**src/rtl/div_pkg.sv**
```systemverilog
// Shared types and constants for the sequential restoring divider and its
// combinational step cell.
package div_pkg;

  typedef enum logic [1:0] {
    IDLE = 2'd0,
    CALC = 2'd1,
    DONE = 2'd2
  } div_state_t;

  localparam int DIV_DVD_W = 8;
  localparam int DIV_DVS_W = 4;

  // Wide all-ones pattern; users slice off their own quotient width.
  localparam logic [63:0] DIV_DBZ_QUOT = '1;

endpackage

```
**src/rtl/div_step.sv**
```systemverilog
// One restoring-division iteration: shift the next dividend bit into the
// partial remainder and subtract the divisor if it fits.
module div_step
  import div_pkg::*;
#(
  parameter int DVS_W = DIV_DVS_W
) (
  input  logic [DVS_W:0]   prem_i,
  input  logic             q_msb_i,
  input  logic [DVS_W-1:0] divisor_i,
  output logic [DVS_W:0]   prem_o,
  output logic             q_bit_o
);

  logic [DVS_W+1:0] shifted;

  // prem_i stays below the divisor, so the full-width compare equals the
  // sign test of the trial subtraction and the result fits DVS_W+1 bits.
  assign shifted = {prem_i, q_msb_i};
  assign q_bit_o = (shifted >= {2'b00, divisor_i});
  assign prem_o  = (DVS_W+1)'(q_bit_o ? (shifted - {2'b00, divisor_i}) : shifted);

endmodule

```
**src/rtl/seq_divider.sv**
```systemverilog
// Sequential radix-2 restoring unsigned divider, one quotient bit per clock,
// with valid/ready handshakes on operand and result sides.
module seq_divider
  import div_pkg::*;
#(
  parameter int DVD_W = DIV_DVD_W,
  parameter int DVS_W = DIV_DVS_W
) (
  input  logic             clk,
  input  logic             rst_n,
  input  logic             in_valid,
  output logic             in_ready,
  input  logic [DVD_W-1:0] dividend,
  input  logic [DVS_W-1:0] divisor,
  output logic             out_valid,
  input  logic             out_ready,
  output logic [DVD_W-1:0] quotient,
  output logic [DVS_W-1:0] remainder,
  output logic             div_by_zero
);

  localparam int CNT_W = $clog2(DVD_W);

  div_state_t       state_q, state_d;
  logic [DVS_W:0]   prem_q, prem_d;
  logic [DVD_W-1:0] quot_q, quot_d;
  logic [DVS_W-1:0] dvs_q, dvs_d;
  logic [CNT_W-1:0] cnt_q, cnt_d;
  logic             dbz_q, dbz_d;

  logic [DVS_W:0]   step_prem;
  logic             step_qbit;

  div_step #(
    .DVS_W(DVS_W)
  ) u_step (
    .prem_i   (prem_q),
    .q_msb_i  (quot_q[DVD_W-1]),
    .divisor_i(dvs_q),
    .prem_o   (step_prem),
    .q_bit_o  (step_qbit)
  );

  always_comb begin
    state_d = state_q;
    prem_d  = prem_q;
    quot_d  = quot_q;
    dvs_d   = dvs_q;
    cnt_d   = cnt_q;
    dbz_d   = dbz_q;
    unique case (state_q)
      IDLE: begin
        if (in_valid) begin
          dvs_d = divisor;
          if (divisor == '0) begin
            state_d = DONE;
            quot_d  = DIV_DBZ_QUOT[DVD_W-1:0];
            prem_d  = {1'b0, dividend[DVS_W-1:0]};
            cnt_d   = '0;
            dbz_d   = 1'b1;
          end else begin
            state_d = CALC;
            quot_d  = dividend;
            prem_d  = '0;
            cnt_d   = CNT_W'(DVD_W - 1);
            dbz_d   = 1'b0;
          end
        end
      end
      CALC: begin
        // Quotient register doubles as the dividend shifter: MSB out, result bit in.
        prem_d = step_prem;
        quot_d = {quot_q[DVD_W-2:0], step_qbit};
        if (cnt_q == '0) begin
          state_d = DONE;
        end else begin
          cnt_d = cnt_q - 1'b1;
        end
      end
      DONE: begin
        if (out_ready) begin
          state_d = IDLE;
        end
      end
      default: state_d = IDLE;
    endcase
  end

  always_ff @(posedge clk or negedge rst_n) begin
    if (!rst_n) begin
      state_q <= IDLE;
      prem_q  <= '0;
      quot_q  <= '0;
      dvs_q   <= '0;
      cnt_q   <= '0;
      dbz_q   <= 1'b0;
    end else begin
      state_q <= state_d;
      prem_q  <= prem_d;
      quot_q  <= quot_d;
      dvs_q   <= dvs_d;
      cnt_q   <= cnt_d;
      dbz_q   <= dbz_d;
    end
  end

  assign in_ready    = (state_q == IDLE);
  assign out_valid   = (state_q == DONE);
  assign quotient    = quot_q;
  assign remainder   = prem_q[DVS_W-1:0];
  assign div_by_zero = dbz_q;

endmodule
```
**config.mk**
```make
export PLATFORM = sky130hd
export DESIGN_NAME = seq_divider
export DESIGN_NICKNAME = d
export VERILOG_FILES = /design/src/rtl/div_pkg.sv /design/src/rtl/div_step.sv /design/src/rtl/seq_divider.sv
export SDC_FILE = /design/constraint.sdc
export NUM_CORES = 1
export LEC_CHECK = 0
export CAP_MARGIN = 0
export CORE_ASPECT_RATIO = 2
export CORE_UTILIZATION = 50
export CTS_CLUSTER_SIZE = 16
export DETAILED_ROUTE_END_ITERATION = 12
export GPL_ROUTABILITY_DRIVEN = 0
export PLACE_DENSITY_LB_ADDON = 0.05
export SLEW_MARGIN = 10
export SYNTH_ARGS = -nofsm -noshare
export SYNTH_HDL_FRONTEND = slang
export SYNTH_SLANG_ARGS = --single-unit
```
**constraint.sdc**
```tcl
create_clock -name clk -period 5.8 [get_ports clk]
set_clock_uncertainty 0.2 [all_clocks]
set_input_delay 0.87 -clock clk [delete_from_list [all_inputs] [get_ports clk]]
set_output_delay 0.87 -clock clk [all_outputs]
set_load 0.02 [all_outputs]
```
Yosys cells after proc, flatten, opt, wreduce, memory -nomap -nowiden
Cells that the tools add are included.
- register bits after elaboration: 23
- input bits: 16
- output and inout bits: 15
- add/subtract/negate cells: 2
- $lt $le $gt $ge: 1
- eq/ne operators: 6
- multiplexer cells: 17
- reductions and logical operators: 8
- operators by type and width (operator ; count):
    $mux 8 ; 2
    $pmux 8 s2 ; 1
    $mux 5 ; 2
    $pmux 5 s2 ; 1
    $mux 3 ; 3
    $mux 2 ; 4
    $ge 6x4->1 ; 1
    $ne 2x2->1 const B ; 3
    $pmux 2 s3 ; 1
    $pmux 3 s2 ; 1
    $reduce_and 3->1 ; 2
    $sub 5x4->5 ; 1
    $logic_not 4->1 ; 1
    $mux 4 ; 1
    $reduce_and 2->1 ; 2
    $logic_not 3->1 ; 1
    $sub 3x1->3 const B ; 1
    $eq 2x1->1 const B ; 1
    $eq 2x2->1 const B ; 1
    $logic_not 2->1 ; 1
    $ne 2x1->1 const B ; 1
    $reduce_bool 2->1 ; 1
    $mux 1 ; 1

Logic depth before layout (Yosys ltp)
- depth in word-level cells: 4
- mapped depth: 9

Hierarchy
From an unflattened synthesis, not the netlist that was laid out.
- cells, all modules: 136
- area total of the unflattened synthesis: 1432.6 µm²
- by module, submodules not included (module ; instances ; cells an instance ; area an instance (µm²) ; sequential area each (µm²)):
    seq_divider ; 1 ; 107 ; 1198.6 ; 575.6
    div_step ; 1 ; 29 ; 234.0 ; 0.0

Worst setup path before layout
Ideal clock, no wire load.
- kind: register to register
- start point: reg quot_q[7], in the netlist quotient[7]
- end point: reg prem_q[0]
- setup time: 86 ps
- arrival time: 1824 ps
- data required time: 5514 ps
- path slack: 3691 ps
- stages on the path, launching flop included: 10
- path through: dfrtp_1 -> inv_1 -> ha_1 -> inv_1 -> fa_1 -> nand3_1 -> nand2_2 -> nor2_4 -> mux2_4 -> o221ai_2
- word-level cells in the longest chain between the ends: 3
- elaborated cells between the ends (all ways): 4
- classes of those cells: 1 x add/sub; 1 x order compare; 2 x mux
- RTL lines (item ; RTL line ; RTL):
    start: declaration ; seq_divider.sv:26 ; logic [DVD_W-1:0] quot_q, quot_d;
    start signal: assignment ; seq_divider.sv:100 ; quot_q <= quot_d;
    $sub 5x4->5 / $ge 6x4->1 (equally long branches) ; div_step.sv:21, div_step.sv:20 ;
    $mux 5 (*) ; div_step.sv:21 ; assign prem_o = (DVS_W+1)'(q_bit_o ? (shifted - {2'b00, divisor_i}) : shifted);
    $pmux 5 s2 (*) ; seq_divider.sv:51 ; unique case (state_q)
    end signal: assignment ; seq_divider.sv:99 ; prem_q <= prem_d;
    end: declaration ; seq_divider.sv:25 ; logic [DVS_W:0] prem_q, prem_d;
Every way passes the cells marked *; elsewhere a longest branch is shown, timed or not.
A chain may end at the register's enable or synchronous reset.

Worst setup path after layout
- start point: reg state_q[0]
- end point: out in_ready
- word-level cells in the longest chain between the ends: 1
- RTL lines (item ; RTL line ; RTL):
    start: declaration ; seq_divider.sv:24 ; div_state_t state_q, state_d;
    start signal: assignment ; seq_divider.sv:98 ; state_q <= state_d;
    $logic_not 2->1 ; seq_divider.sv:107 ; assign in_ready = (state_q == IDLE);
    end: declaration ; seq_divider.sv:12 ; output logic in_ready,
No other way between the ends.

==> metrics.txt <==
TritonCTS Buffers=3; min-delay src=div_by_zero; Core Rows=26; max-cap violation count=0; Syn Inst Count=138; initial antenna violation count=0; post_cts resized=0; vias in the first global route=approximately 1.0k; number of flops mapped to enable cells by yosys=0; Synth area leader=dfrtp_1; Seq cells post-synth=23; share of layout cells above drive strength 1=between 10 and 15%; Port Buffer Count=30; total power=about 0.001 W; Cell Area, Synth=0.001346 mm^2; Top-Level Pins=31; die height=75.38 um; Tot GR Track Use=between 20% and 30%; PwrDens=614.7 mW/mm^2; Synth area leaders=dfrtp_1, ha_1, nand2_1; Hold Path Depth=2; grt ovf=0; Worst Hold Slack=0.2948 ns; crit start category=flip-flop; First-pass DRT Iterations=4; Fillers=222; Critical Path Source=state_q[0]; outcome=finished, final reports clean; largest net degree at the start of global routing=24; Max Slew Vio Count=0; Final Hold Vio Count=0; sequential area share after synthesis=a little over two fifths; antenna diode count=0; ratio of final minimum period to clock period=44.63%; total wire length=2895 um; Mapped Nets=161; WL/cell=15.32 um; Worst-Margin Slew=1.018 ns; setup TNS=0 ns; die area=0.002916 mm^2; Antenna Nets Post-Route=0; fin util=64.69%; first-pass GRT wire length=roughly 4500 um; final instance area=around 0.0016 mm^2; fin crit period=2.589 ns; crit-path cells=nor2_2 -> clkdlybuf4s50_1; Ys Warns=0; crit path kind=reg -> out; Yosys cell types=40; Initial Util=53.06%; Reg2Reg Capture Point=prem_q[0]; CTS tree=built; post-CTS setup buffers=0; area share of the largest cell type after synthesis=42.75%; WP data arrival=1.52 ns; Area after DPL=0.001597 mm^2; via density per instance=5.661; ys async rst share=100.0%; commonest cells in the netlist=dfrtp_1, nand2_1, o21ai_0; register area=575.6 um^2; CTS Root Cell=clkbuf_8; Leak=0.7046 nW; Core Area=0.002537 mm^2; Final #Nets=185; worst-case vdd ir drop=0.3547 mV; clock buffer depth=2; r2r setup slk=3.48 ns; CP Data Required Time=4.73 ns; Hold EP=div_by_zero; RR Startpoint=quotient[7]; synthesis-to-layout area growth=21.93%; DP Wirelength=2199 um; CP max stage cell=clkdlybuf4s50_1; Rel. slew slack=between 30% and 40%; final setup fails=0; crit path capture type=output pin; Iter 0 DRT Violations=between 40 and 50; Max Fclk=between 300 and 400 MHz; clk sinks=23; Avg Synthesized Cell Area=approximately 9.8 um^2; unrepaired setup endpoints after global routing=false; Main synth FF type=dfrtp_1; area of the multi-input gates=655.6 um^2; Worst R2R Path Depth=9; Crit Path Max Fanout=6; Critical Path Max Stage Delay=0.62 ns; Hold Buf Count CTS=0; H-Tree Depth=1; type of the most critical hold path=reg -> reg; via count=1070; register clock-pin slew on the reported worst setup and hold paths=0.07 ns; DRC errors left=0; Clk Latency, worst-skew pair=roughly 0.27 ns; Die Span X=just under 40 um; count leader, synth=dfrtp_1
[where the power goes]
group / switching, W / internal (W) / total [W]
Clock: 0.0000506 / 0.0000492 / 0.0000998
Combinational: 0.000335 / 0.000276 / 0.000611
Sequential: 0.0000584 / 0.000239 / 0.000298
[layout by cell type (no fill, tap or decap), drive strengths merged, types with 3 or more instances in the layout]
cell           count
inv                8
a22oi              7
a21oi              4
o221ai             3
clkbuf             4
ha                 6
clkdlybuf4s50     30
dfrtp             23
nand2             22
nand3              3
o21ai             15
nor2              11
[registers in the layout, summed over array words and instances, names as in the netlist]
register	count
dvs_q	4
div_by_zero	1
prem_q	5
quotient	8
state_q	2
cnt_q	3
[worst max-delay path, delay by kind of cell, from the launching register on]
family,cells,cell delay [ns]
DFF,1,0.46
buffers and inverters,1,0.62
and+or+nand+nor,1,0.17
[cells by family after synthesis]
| family | Yosys count | synth area share, % |
|---|---|---|
| muxes | 4 | 3.438 |
| AOI/OAI and AO/OA | 39 | 20.07 |
| DFF | 23 | 42.75 |
| buffers and inverters | 19 | 8.550 |
| and+or+nand+nor | 44 | 16.82 |
| adders and majority gates | 7 | 7.063 |
| xor gates and xnor gates | 2 | 1.301 |
[per-stage QoR]
step	cells	worst slack, ns
final	189	3.211
after global routing	189	3.110
after CTS	189	3.200
after detailed placement	185	2.942
after global placement	185	2.984
after floorplan	138	3.691
[per-layer routing]
layer	vias up	global-route usage (%)	part of all wire (%)
li1	523	-	-
met5	-	0	0
met2	25	37.59	55
met1	517	26.36	40
met4	0	10.34	2.1
met3	5	2.624	2.5
[worst max path at each step]
stage / to / slack (ns) / cells after the start
after global routing: in_ready / 3.11 / 2
after floorplan: prem_q[0] / 3.69 / 9
after global placement: prem_q[0] / 2.98 / 5
final: in_ready / 3.21 / 2
after CTS: in_ready / 3.20 / 2
after detailed placement: state_q[1] / 2.94 / 5
[cell type report]
| cell class | count | share of cell area, % |
|---|---|---|
| multi-input combinational | 96 | 39.94 |
| sequential | 23 | 35.06 |
| timing repair buffer | 30 | 18.29 |
| clock buffer | 4 | 2.744 |
| tap | 28 | 2.134 |
| inverter | 8 | 1.829 |
Power figures use the tool's default switching activity.
